**src/rtl/emon_pkg.sv**
```systemverilog
// Shared encodings for the event-monitor counter block.
package emon_pkg;

    // Counting behaviour of one channel
    typedef enum logic [1:0] {
        MODE_OFF  = 2'd0,
        MODE_DOWN = 2'd1,
        MODE_UP   = 2'd2,
        MODE_DRL  = 2'd3
    } emon_mode_e;

    // Register field selected by reg_addr[1:0]
    localparam logic [1:0] FLD_CNT = 2'd0;
    localparam logic [1:0] FLD_RLD = 2'd1;
    localparam logic [1:0] FLD_CFG = 2'd2;
    localparam logic [1:0] FLD_STS = 2'd3;

    // Config word layout: irq_en at bit 6, mode at [5:4], sel at [3:0]
    localparam int unsigned CFG_W = 7;
    typedef struct packed {
        logic       irq_en;
        emon_mode_e mode;
        logic [3:0] sel;
    } emon_cfg_t;

    // Single-channel legacy behaviour: count down on event line 0
    localparam emon_cfg_t CFG_RESET = '{irq_en: 1'b0, mode: MODE_DOWN, sel: 4'd0};

    // Sticky status bit positions (also the W1C bit positions)
    localparam int unsigned STS_ZERO = 0;
    localparam int unsigned STS_OVF  = 1;

endpackage

```
**src/rtl/emon_channel.sv**
```systemverilog
// One event counter channel: event select/pipeline, counter, reload, config, sticky status.
module emon_channel
    import emon_pkg::*;
#(
    parameter int unsigned DW = 32,
    parameter int unsigned EW = 16
) (
    input  logic          clk,
    input  logic          reset,
    input  logic [EW-1:0] i_ev_vec,
    input  logic          i_freeze,
    input  logic          i_wr_cnt,
    input  logic          i_wr_rld,
    input  logic          i_wr_cfg,
    input  logic          i_wr_sts,
    input  logic [DW-1:0] i_wdata,
    output logic [DW-1:0] o_cnt,
    output logic [1:0]    o_sticky,
    output logic          o_irq_req_c
);

    localparam int unsigned SW = (EW > 1) ? $clog2(EW) : 1;
    localparam logic [DW-1:0] ONES = '1;

    logic [DW-1:0] r_cnt;
    logic [DW-1:0] r_rld;
    emon_cfg_t     r_cfg;
    logic          r_ev_q;
    logic [1:0]    r_sticky;

    logic [SW-1:0] w_sel;
    logic [DW-1:0] w_cnt_nxt;
    logic          w_set_zero;
    logic          w_set_ovf;
    logic          w_clr_zero;
    logic          w_clr_ovf;

    // Select bits above the event-vector width are ignored
    assign w_sel      = r_cfg.sel[SW-1:0];
    assign w_clr_zero = i_wr_sts & i_wdata[STS_ZERO];
    assign w_clr_ovf  = i_wr_sts & i_wdata[STS_OVF];

    // Next counter value: write wins, then freeze/OFF hold, then the mode action
    always_comb begin
        w_cnt_nxt  = r_cnt;
        w_set_zero = 1'b0;
        w_set_ovf  = 1'b0;
        if (i_wr_cnt) begin
            w_cnt_nxt = i_wdata;
        end else if (!i_freeze && r_ev_q) begin
            case (r_cfg.mode)
                MODE_DOWN: begin
                    if (r_cnt != '0) begin
                        w_cnt_nxt  = r_cnt - DW'(1);
                        w_set_zero = (r_cnt == DW'(1));
                    end
                end
                MODE_UP: begin
                    if (r_cnt == ONES) begin
                        w_set_ovf = 1'b1;
                    end else begin
                        w_cnt_nxt = r_cnt + DW'(1);
                    end
                end
                MODE_DRL: begin
                    if (r_cnt == '0) begin
                        w_cnt_nxt = r_rld;
                    end else begin
                        w_cnt_nxt  = r_cnt - DW'(1);
                        w_set_zero = (r_cnt == DW'(1));
                    end
                end
                default: begin
                    w_cnt_nxt = r_cnt;
                end
            endcase
        end
    end

    // Channel state; a set coinciding with a W1C clear leaves the sticky bit set
    always_ff @(posedge clk) begin
        if (reset) begin
            r_cnt    <= ONES;
            r_rld    <= ONES;
            r_cfg    <= CFG_RESET;
            r_ev_q   <= 1'b0;
            r_sticky <= 2'b00;
        end else begin
            r_ev_q <= i_ev_vec[w_sel];
            r_cnt  <= w_cnt_nxt;
            if (i_wr_rld) begin
                r_rld <= i_wdata;
            end
            if (i_wr_cfg) begin
                r_cfg <= emon_cfg_t'(i_wdata[CFG_W-1:0]);
            end
            r_sticky[STS_ZERO] <= (r_sticky[STS_ZERO] & ~w_clr_zero) | w_set_zero;
            r_sticky[STS_OVF]  <= (r_sticky[STS_OVF]  & ~w_clr_ovf)  | w_set_ovf;
        end
    end

    assign o_cnt       = r_cnt;
    assign o_sticky    = r_sticky;
    assign o_irq_req_c = r_cfg.irq_en & (|r_sticky);

endmodule

```
**src/rtl/emon_multi_counter.sv**
```systemverilog
// Multi-channel event monitor: register address decode, NCH counter channels, interrupt OR.
module emon_multi_counter
    import emon_pkg::*;
#(
    parameter int unsigned NCH = 4,
    parameter int unsigned DW  = 32,
    parameter int unsigned EW  = 16,
    localparam int unsigned AW = $clog2(NCH) + 2
) (
    input  logic              clk,
    input  logic              reset,
    input  logic [EW-1:0]     emon_vector,
    input  logic              freeze,
    input  logic              reg_write,
    input  logic [AW-1:0]     reg_addr,
    input  logic [DW-1:0]     reg_data,
    output logic [NCH*DW-1:0] emon_reg,
    output logic [NCH-1:0]    emon_zero_flag,
    output logic [2*NCH-1:0]  emon_status,
    output logic              emon_irq
);

    localparam int unsigned CHW = (NCH > 1) ? $clog2(NCH) : 1;

    logic [1:0]     w_fld;
    logic [CHW-1:0] w_ch;
    logic [DW-1:0]  w_cnt    [NCH];
    logic [1:0]     w_sticky [NCH];
    logic [NCH-1:0] w_irq_req;
    logic           r_irq;

    assign w_fld = reg_addr[1:0];

    // Channel index field; absent when there is a single channel
    if (NCH > 1) begin : g_ch_idx
        assign w_ch = reg_addr[AW-1:2];
    end else begin : g_ch_one
        assign w_ch = '0;
    end

    // Channels whose index is not instantiated never see a write strobe
    for (genvar i = 0; i < NCH; i++) begin : g_ch
        logic w_hit;
        assign w_hit = reg_write && (w_ch == CHW'(i));

        emon_channel #(
            .DW (DW),
            .EW (EW)
        ) u_channel (
            .clk         (clk),
            .reset       (reset),
            .i_ev_vec    (emon_vector),
            .i_freeze    (freeze),
            .i_wr_cnt    (w_hit && (w_fld == FLD_CNT)),
            .i_wr_rld    (w_hit && (w_fld == FLD_RLD)),
            .i_wr_cfg    (w_hit && (w_fld == FLD_CFG)),
            .i_wr_sts    (w_hit && (w_fld == FLD_STS)),
            .i_wdata     (reg_data),
            .o_cnt       (w_cnt[i]),
            .o_sticky    (w_sticky[i]),
            .o_irq_req_c (w_irq_req[i])
        );

        assign emon_reg[i*DW +: DW]  = w_cnt[i];
        assign emon_zero_flag[i]     = ~|w_cnt[i];
        assign emon_status[2*i +: 2] = w_sticky[i];
    end

    // Interrupt follows the sticky bits by one cycle
    always_ff @(posedge clk) begin
        if (reset) begin
            r_irq <= 1'b0;
        end else begin
            r_irq <= |w_irq_req;
        end
    end

    assign emon_irq = r_irq;

endmodule
```
**config.mk**
```make
export PLATFORM = sky130hd
export DESIGN_NAME = emon_multi_counter
export DESIGN_NICKNAME = d
export VERILOG_FILES = /design/src/rtl/emon_pkg.sv /design/src/rtl/emon_channel.sv /design/src/rtl/emon_multi_counter.sv
export SDC_FILE = /design/constraint.sdc
export NUM_CORES = 1
export LEC_CHECK = 0
export ABC_AREA = 0
export BUFFER_PORTS_ARGS = -buffer_cell sky130_fd_sc_hd__buf_4
export CAP_MARGIN = 20
export CORE_MARGIN = 5
export CORE_UTILIZATION = 35
export CTS_CLUSTER_SIZE = 16
export DETAILED_ROUTE_END_ITERATION = 6
export PLACE_DENSITY = 0.52
export SLEW_MARGIN = 20
export SYNTH_ARGS = -nofsm -noshare
export SYNTH_HDL_FRONTEND = slang
export SYNTH_SLANG_ARGS = --single-unit
```
**constraint.sdc**
```tcl
create_clock -name clk -period 6.86 [get_ports clk]
set_input_delay 1.372 -clock clk [delete_from_list [all_inputs] [get_ports clk]]
set_output_delay 1.372 -clock clk [all_outputs]
set_load 0.01 [all_outputs]
```
== Yosys cells after proc, flatten, opt, wreduce, memory -nomap -nowiden ==
Index checks and enable logic that the tools add are counted.

* $add $sub $neg: 8
* $lt $le $gt $ge: 4
* Equal/unequal tests: 34
* Mux-type cells: 68
* Bitwise gates (word level): 36
* Reductions and logical operators: 60

{| class="wikitable"
|+ Operator list
! kind !! count
|-
| two-way mux 32 bit || 20
|-
| case mux 32 bit (3 select lines) || 4
|-
| adder 32 x 1 -> 32 bit, second input constant || 4
|-
| equality test 32 x 1 -> 1 bit, second input constant || 4
|-
| equality test 32 bit, second input constant || 4
|-
| logical NOT 32 bit || 4
|-
| nonzero test 32 bit || 4
|-
| OR reduction 32 bit || 4
|-
| subtractor 32 x 1 -> 32 bit, second input constant || 4
|-
| two-way mux 1 bit || 36
|-
| equality test 2 bit, second input constant || 12
|-
| logical AND 1 bit || 24
|-
| AND 1 bit || 20
|-
| < comparator 4 x 5 -> 1 bit, second input constant || 4
|-
| binary-select mux 1 bit (select 4 bit) || 4
|-
| AND reduction 4 bit || 4
|-
| nonzero test 4 bit || 4
|-
| equality test 2 x 1 -> 1 bit, second input constant || 6
|-
| inequality test 3 x 1 -> 1 bit, second input constant || 4
|-
| inequality test 3 x 2 -> 1 bit, second input constant || 4
|-
| NOT 1 bit || 8
|-
| bitwise OR 1 bit || 8
|-
| case mux 1 bit (2 select lines) || 4
|-
| nonzero test 2 bit || 4
|-
| 4 further kinds || 12
|}

* Register bits after elaboration: 297
* Input bits: 56

== Depth between registers and ports, before layout ==
* Depth in word-level cells: 7
* Mapped depth: 12

== Cells and area by module ==
A second synthesis with hierarchy kept.

* Cells, all modules: 2653
* Area, all modules: 21015.2 µm²

{| class="wikitable"
|+ By module, submodules not included
! module !! times used !! cells an instance !! area an instance (µm²) !! sequential area each (µm²)
|-
| emon_channel at g_ch[0].u_channel ... || 3 || 640 || 5144.9 || 1481.4
|-
| emon_channel at g_ch[3].u_channel || 1 || 663 || 5167.5 || 1481.4
|-
| emon_multi_counter || 1 || 70 || 412.9 || 20.0
|}

== Worst setup path before layout ==
OpenSTA, ideal clock, no wires.

* Path kind: register -> output
* Start: register g_ch[3].u_channel.r_cnt[17]
* End: output port emon_zero_flag[3]
* Arrival: 2.076 ns
* Data required time: 5.488 ns
* Path slack: 3.412 ns
* Cell stages (with the launch flop): 8
* Cells stage by stage: dfxtp_1 buf_2 or4_4 or4_1 clkbuf_1 nor3_1 nand2_1 inv_1

* Longest elaborated chain between the ends: 2

{| class="wikitable"
|+ Ends and longest elaborated chain
! item !! RTL line !! text
|-
| start: declaration || emon_channel.sv:25 || <nowiki>logic [DW-1:0] r_cnt;</nowiki>
|-
| start signal: assignment || emon_channel.sv:90 || <nowiki>r_cnt <= w_cnt_nxt;</nowiki>
|-
| OR reduction 32 bit || emon_multi_counter.sv:65 || <nowiki>assign emon_zero_flag[i] = ~|w_cnt[i];</nowiki>
|-
| logical NOT 1 bit || emon_multi_counter.sv:65 ||
|-
| end: declaration || emon_multi_counter.sv:18 || <nowiki>output logic [NCH-1:0] emon_zero_flag,</nowiki>
|}

No other way between the ends.

== Worst setup path in the final report ==
* Start: register g_ch[1].u_channel.r_cnt[3]
* End: output port emon_zero_flag[1]

* Longest elaborated chain between the ends: 2

{| class="wikitable"
|+ Ends and longest elaborated chain
! item !! RTL line
|-
| start: declaration || emon_channel.sv:25
|-
| start signal: assignment || emon_channel.sv:90
|-
| OR reduction 32 bit || emon_multi_counter.sv:65
|-
| logical NOT 1 bit || emon_multi_counter.sv:65
|}

No other way between the ends.

==> metrics <==
crit path DAT=around 3.5 ns; combinational power share=17.9%; Synth async-reset ratio=0%; fmax=between 200 and 250 MHz; WHS Path Cells=2; Reg area=0.00595 mm²; total core area=around 0.055 mm²; flop-to-flop setup slack=about 2.4 ns; Worst-Skew Late Latency=0.57 ns; met2 Track Usage GR=between 30% and 40%; Post-CTS Setup Bufs=0; H-tree level count=2; Post-synth EDFFs=0; Sink Count=roughly 300; IR drop worst, VDD=about 0.16 mV; input/output buffers=196; final setup violation count=0; CP Max Fanout=16; cell with the most instances after synthesis=dfxtp_1; post-layout util=about two fifths; crit end category=output port; met1 track demand over resource=35.5%; crit-path max cell delay=about 0.76 ns; WL final=79.8 mm; power per cell area=219 mW/mm²; Iteration-0 DRC Markers=2146; Syn Nets=2610; clock-pin transition on the worst setup and hold timing paths=0.06 ns; cts-stage hold buffer count=0; multi-input logic area=around 0.013 mm²; CTS root buffer=clkbuf_16; Slew @ Worst Pin=1.06 ns; Hold EP=g_ch[2].u_channel.r_rld[13]; DR DRC count=0; Synth area leaders=dfxtp_1 30%, mux2i_1 8.2%, nand2_1 5.4%; drt wl/cell=roughly 24 µm; library cells used by synthesis=75; layout cells sized above 1=14.1%; Setup CP Type=register to output port; internal power=3.42 mW; Critical Path RT=5.49 ns; critical-path cell list=nor4_1, nand4_1, nor3_1, buf_4; Syn Area/Cell=slightly below 8 µm²; Sw Share=30.7%; Ys Warns=0; Seq/Total Area, Yosys=30.3%; reg2reg path depth=8; Layout area overhead=15.1%; Via Count=19800; die area=0.0610 mm²; DP Wirelength=53.6 mm; vias in the first global route=18700; CTS tree=yes; number of core rows=86; Final Hold Viols=0; Seq pwr share=39.0%; R2R Path End=g_ch[1].u_channel.o_cnt[16]; top cell type's share of synthesized area=30.3%; Placed Area=~0.021 mm²; Initial DRT Pass Iterations=6; sum of negative setup slack=0 ns; total CTS buffers=38; Rel. slew slack=29.1%; vias per cell=6.01; Final ANT Viol Nets=0; Setup crit start kind=register; final period utilization=70.8%; initial antenna violation count=3; R2R Path Start=g_ch[1].u_channel.o_cnt[3]; GRT Total Usage=25.3%; outcome=completed; RSZ-0062 raised after global routing=false; Power Total=around 4.9 mW; Lkg Pwr=approximately 8.1 nW; Layout fillers=5711; M3 GR Usage=6.82%; post-CTS resize count=0; Psw=1.52 mW; Bufs on Longest Clock Path=3; Clock Skew=0.0199 ns; Yosys reg bits=297; RePlAce Congestion=0.886; Pins Over Slew Limit=0; max_cap viols=0; crit path time final=4.86 ns; post-route design area=between 0.02 and 0.025 mm²; IO Count=around 200; top_reg_cell synth=dfxtp_1; Worst Min Path Start=g_ch[2].u_channel.r_rld[13]; Slowest-stage cell, CP=nor4_1; Mapped Cells=2538; starting density of the core=35.5%; first-pass GRT wire length=120 mm; largest net degree at the start of global routing=70; Die Wd=247 µm; Final nets=2588; gr busiest metal=met2; clock share of power=43.2%; top cells by count, synth=297 x dfxtp_1, 285 x nand2_1, 257 x clkbuf_1, 198 x nor2_1, 160 x mux2i_1; Yosys top cell by area=dfxtp_1; Die H=around 250 µm; worst hold path type=register to register; mapped cell area=0.0197 mm²; total gr overflow=0
==> logic make-up after synthesis <==
group | share of synthesized area (%)
and+or+nand+nor | 23.4
AOI/OAI and AO/OA | 20.3
buffers and inverters | 6.58
DFF | 30.3
muxes | 10.6
xor gates and xnor gates | 7.84
adders and majority gates | 1.02
==> layout make-up <==
type,count,area share [%]
flip-flops and latches,297,26.3
multi-input cells,1907,55.4
diodes,1,0.0111
repair buffers,235,7.80
well taps,748,4.14
inverters,37,0.625
clock buffers,50,4.91
clock inverters,17,0.852
==> flip-flops by register name (all words and copies together), names as in the netlist <==
signal and count:
g_ch.u_channel.o_cnt 128, g_ch.u_channel.r_rld 128, g_ch.u_channel.w_sel 16, g_ch.u_channel.r_cfg 12, g_ch.u_channel.o_sticky 8, g_ch.u_channel.r_ev_q 4, emon_irq 1
==> cells in the final DEF (no fill, tap or decap), types with 12 or more instances in the layout <==
master,n
a221o_1,20
nor4_1,72
and3_1,17
xnor2_1,110
buf_4,235
nand4_1,57
a22oi_1,22
or3_1,27
a221oi_1,69
a31oi_1,18
o22ai_1,17
xor2_1,66
or4_1,25
mux4_2,20
and2_1,19
a21oi_1,129
ha_1,16
nor2_1,193
a211o_1,17
o31ai_1,26
inv_1,36
nor3_1,75
mux2i_1,160
o21ai_0,153
a211oi_1,28
nand3_1,71
clkbuf_16,41
and4_1,12
dfxtp_1,297
o211ai_1,25
nand2b_1,16
nand2_1,285
==> critical path: cells and delay by family (launching register included) <==
kind	cells	cell delay [ns]
and+or+nand+nor	3	2.20
buffers and inverters	1	0.26
DFF	1	0.45
==> power groups by stage <==
stage	clock network, mW	logic [mW]	registers, mW
final	2.13	0.883	1.93
after global routing	2.25	0.959	1.94
after CTS	2.17	0.876	1.92
after detailed placement	0	0.872	1.96
after global placement	0	0.864	1.96
after floorplan	0	0.630	1.88
==> metal layers <==
layer / vias to the layer above / part of all wire [%]
li1: 9195 / -
met1: 9568 / 44
met2: 885 / 43
met3: 128 / 9.6
met4: 4 / 3.0
met5: - / 0.043
==> how the worst max path moves through the flow <==
stage | end | depth (start not counted) | slack (ns) | startpoint
finish | emon_zero_flag[1] | 4 | 2.00 | g_ch[1].u_channel.o_cnt[3]
global route | emon_zero_flag[1] | 4 | 1.77 | g_ch[1].u_channel.o_cnt[3]
CTS | emon_zero_flag[1] | 4 | 2.09 | g_ch[1].u_channel.o_cnt[3]
detailed placement | g_ch[1].u_channel.o_cnt[16] | 8 | 2.57 | g_ch[1].u_channel.o_cnt[3]
global placement | g_ch[2].u_channel.o_cnt[29] | 8 | 2.61 | reg_addr[2]
floorplan | emon_zero_flag[3] | 7 | 3.41 | g_ch[3].u_channel.o_cnt[17]
==> per-stage QoR <==
stage                     hold slack (ns)  instances  setup slack (ns)
after floorplan                     0.432       2538              3.41
after global placement              0.443       3224              2.61
after detailed placement            0.456       3224              2.57
after CTS                           0.472       3291              2.09
after global routing                0.496       3291              1.77
final                               0.469       3292              2.00
No activity file was read; power rests on OpenSTA's default activity.
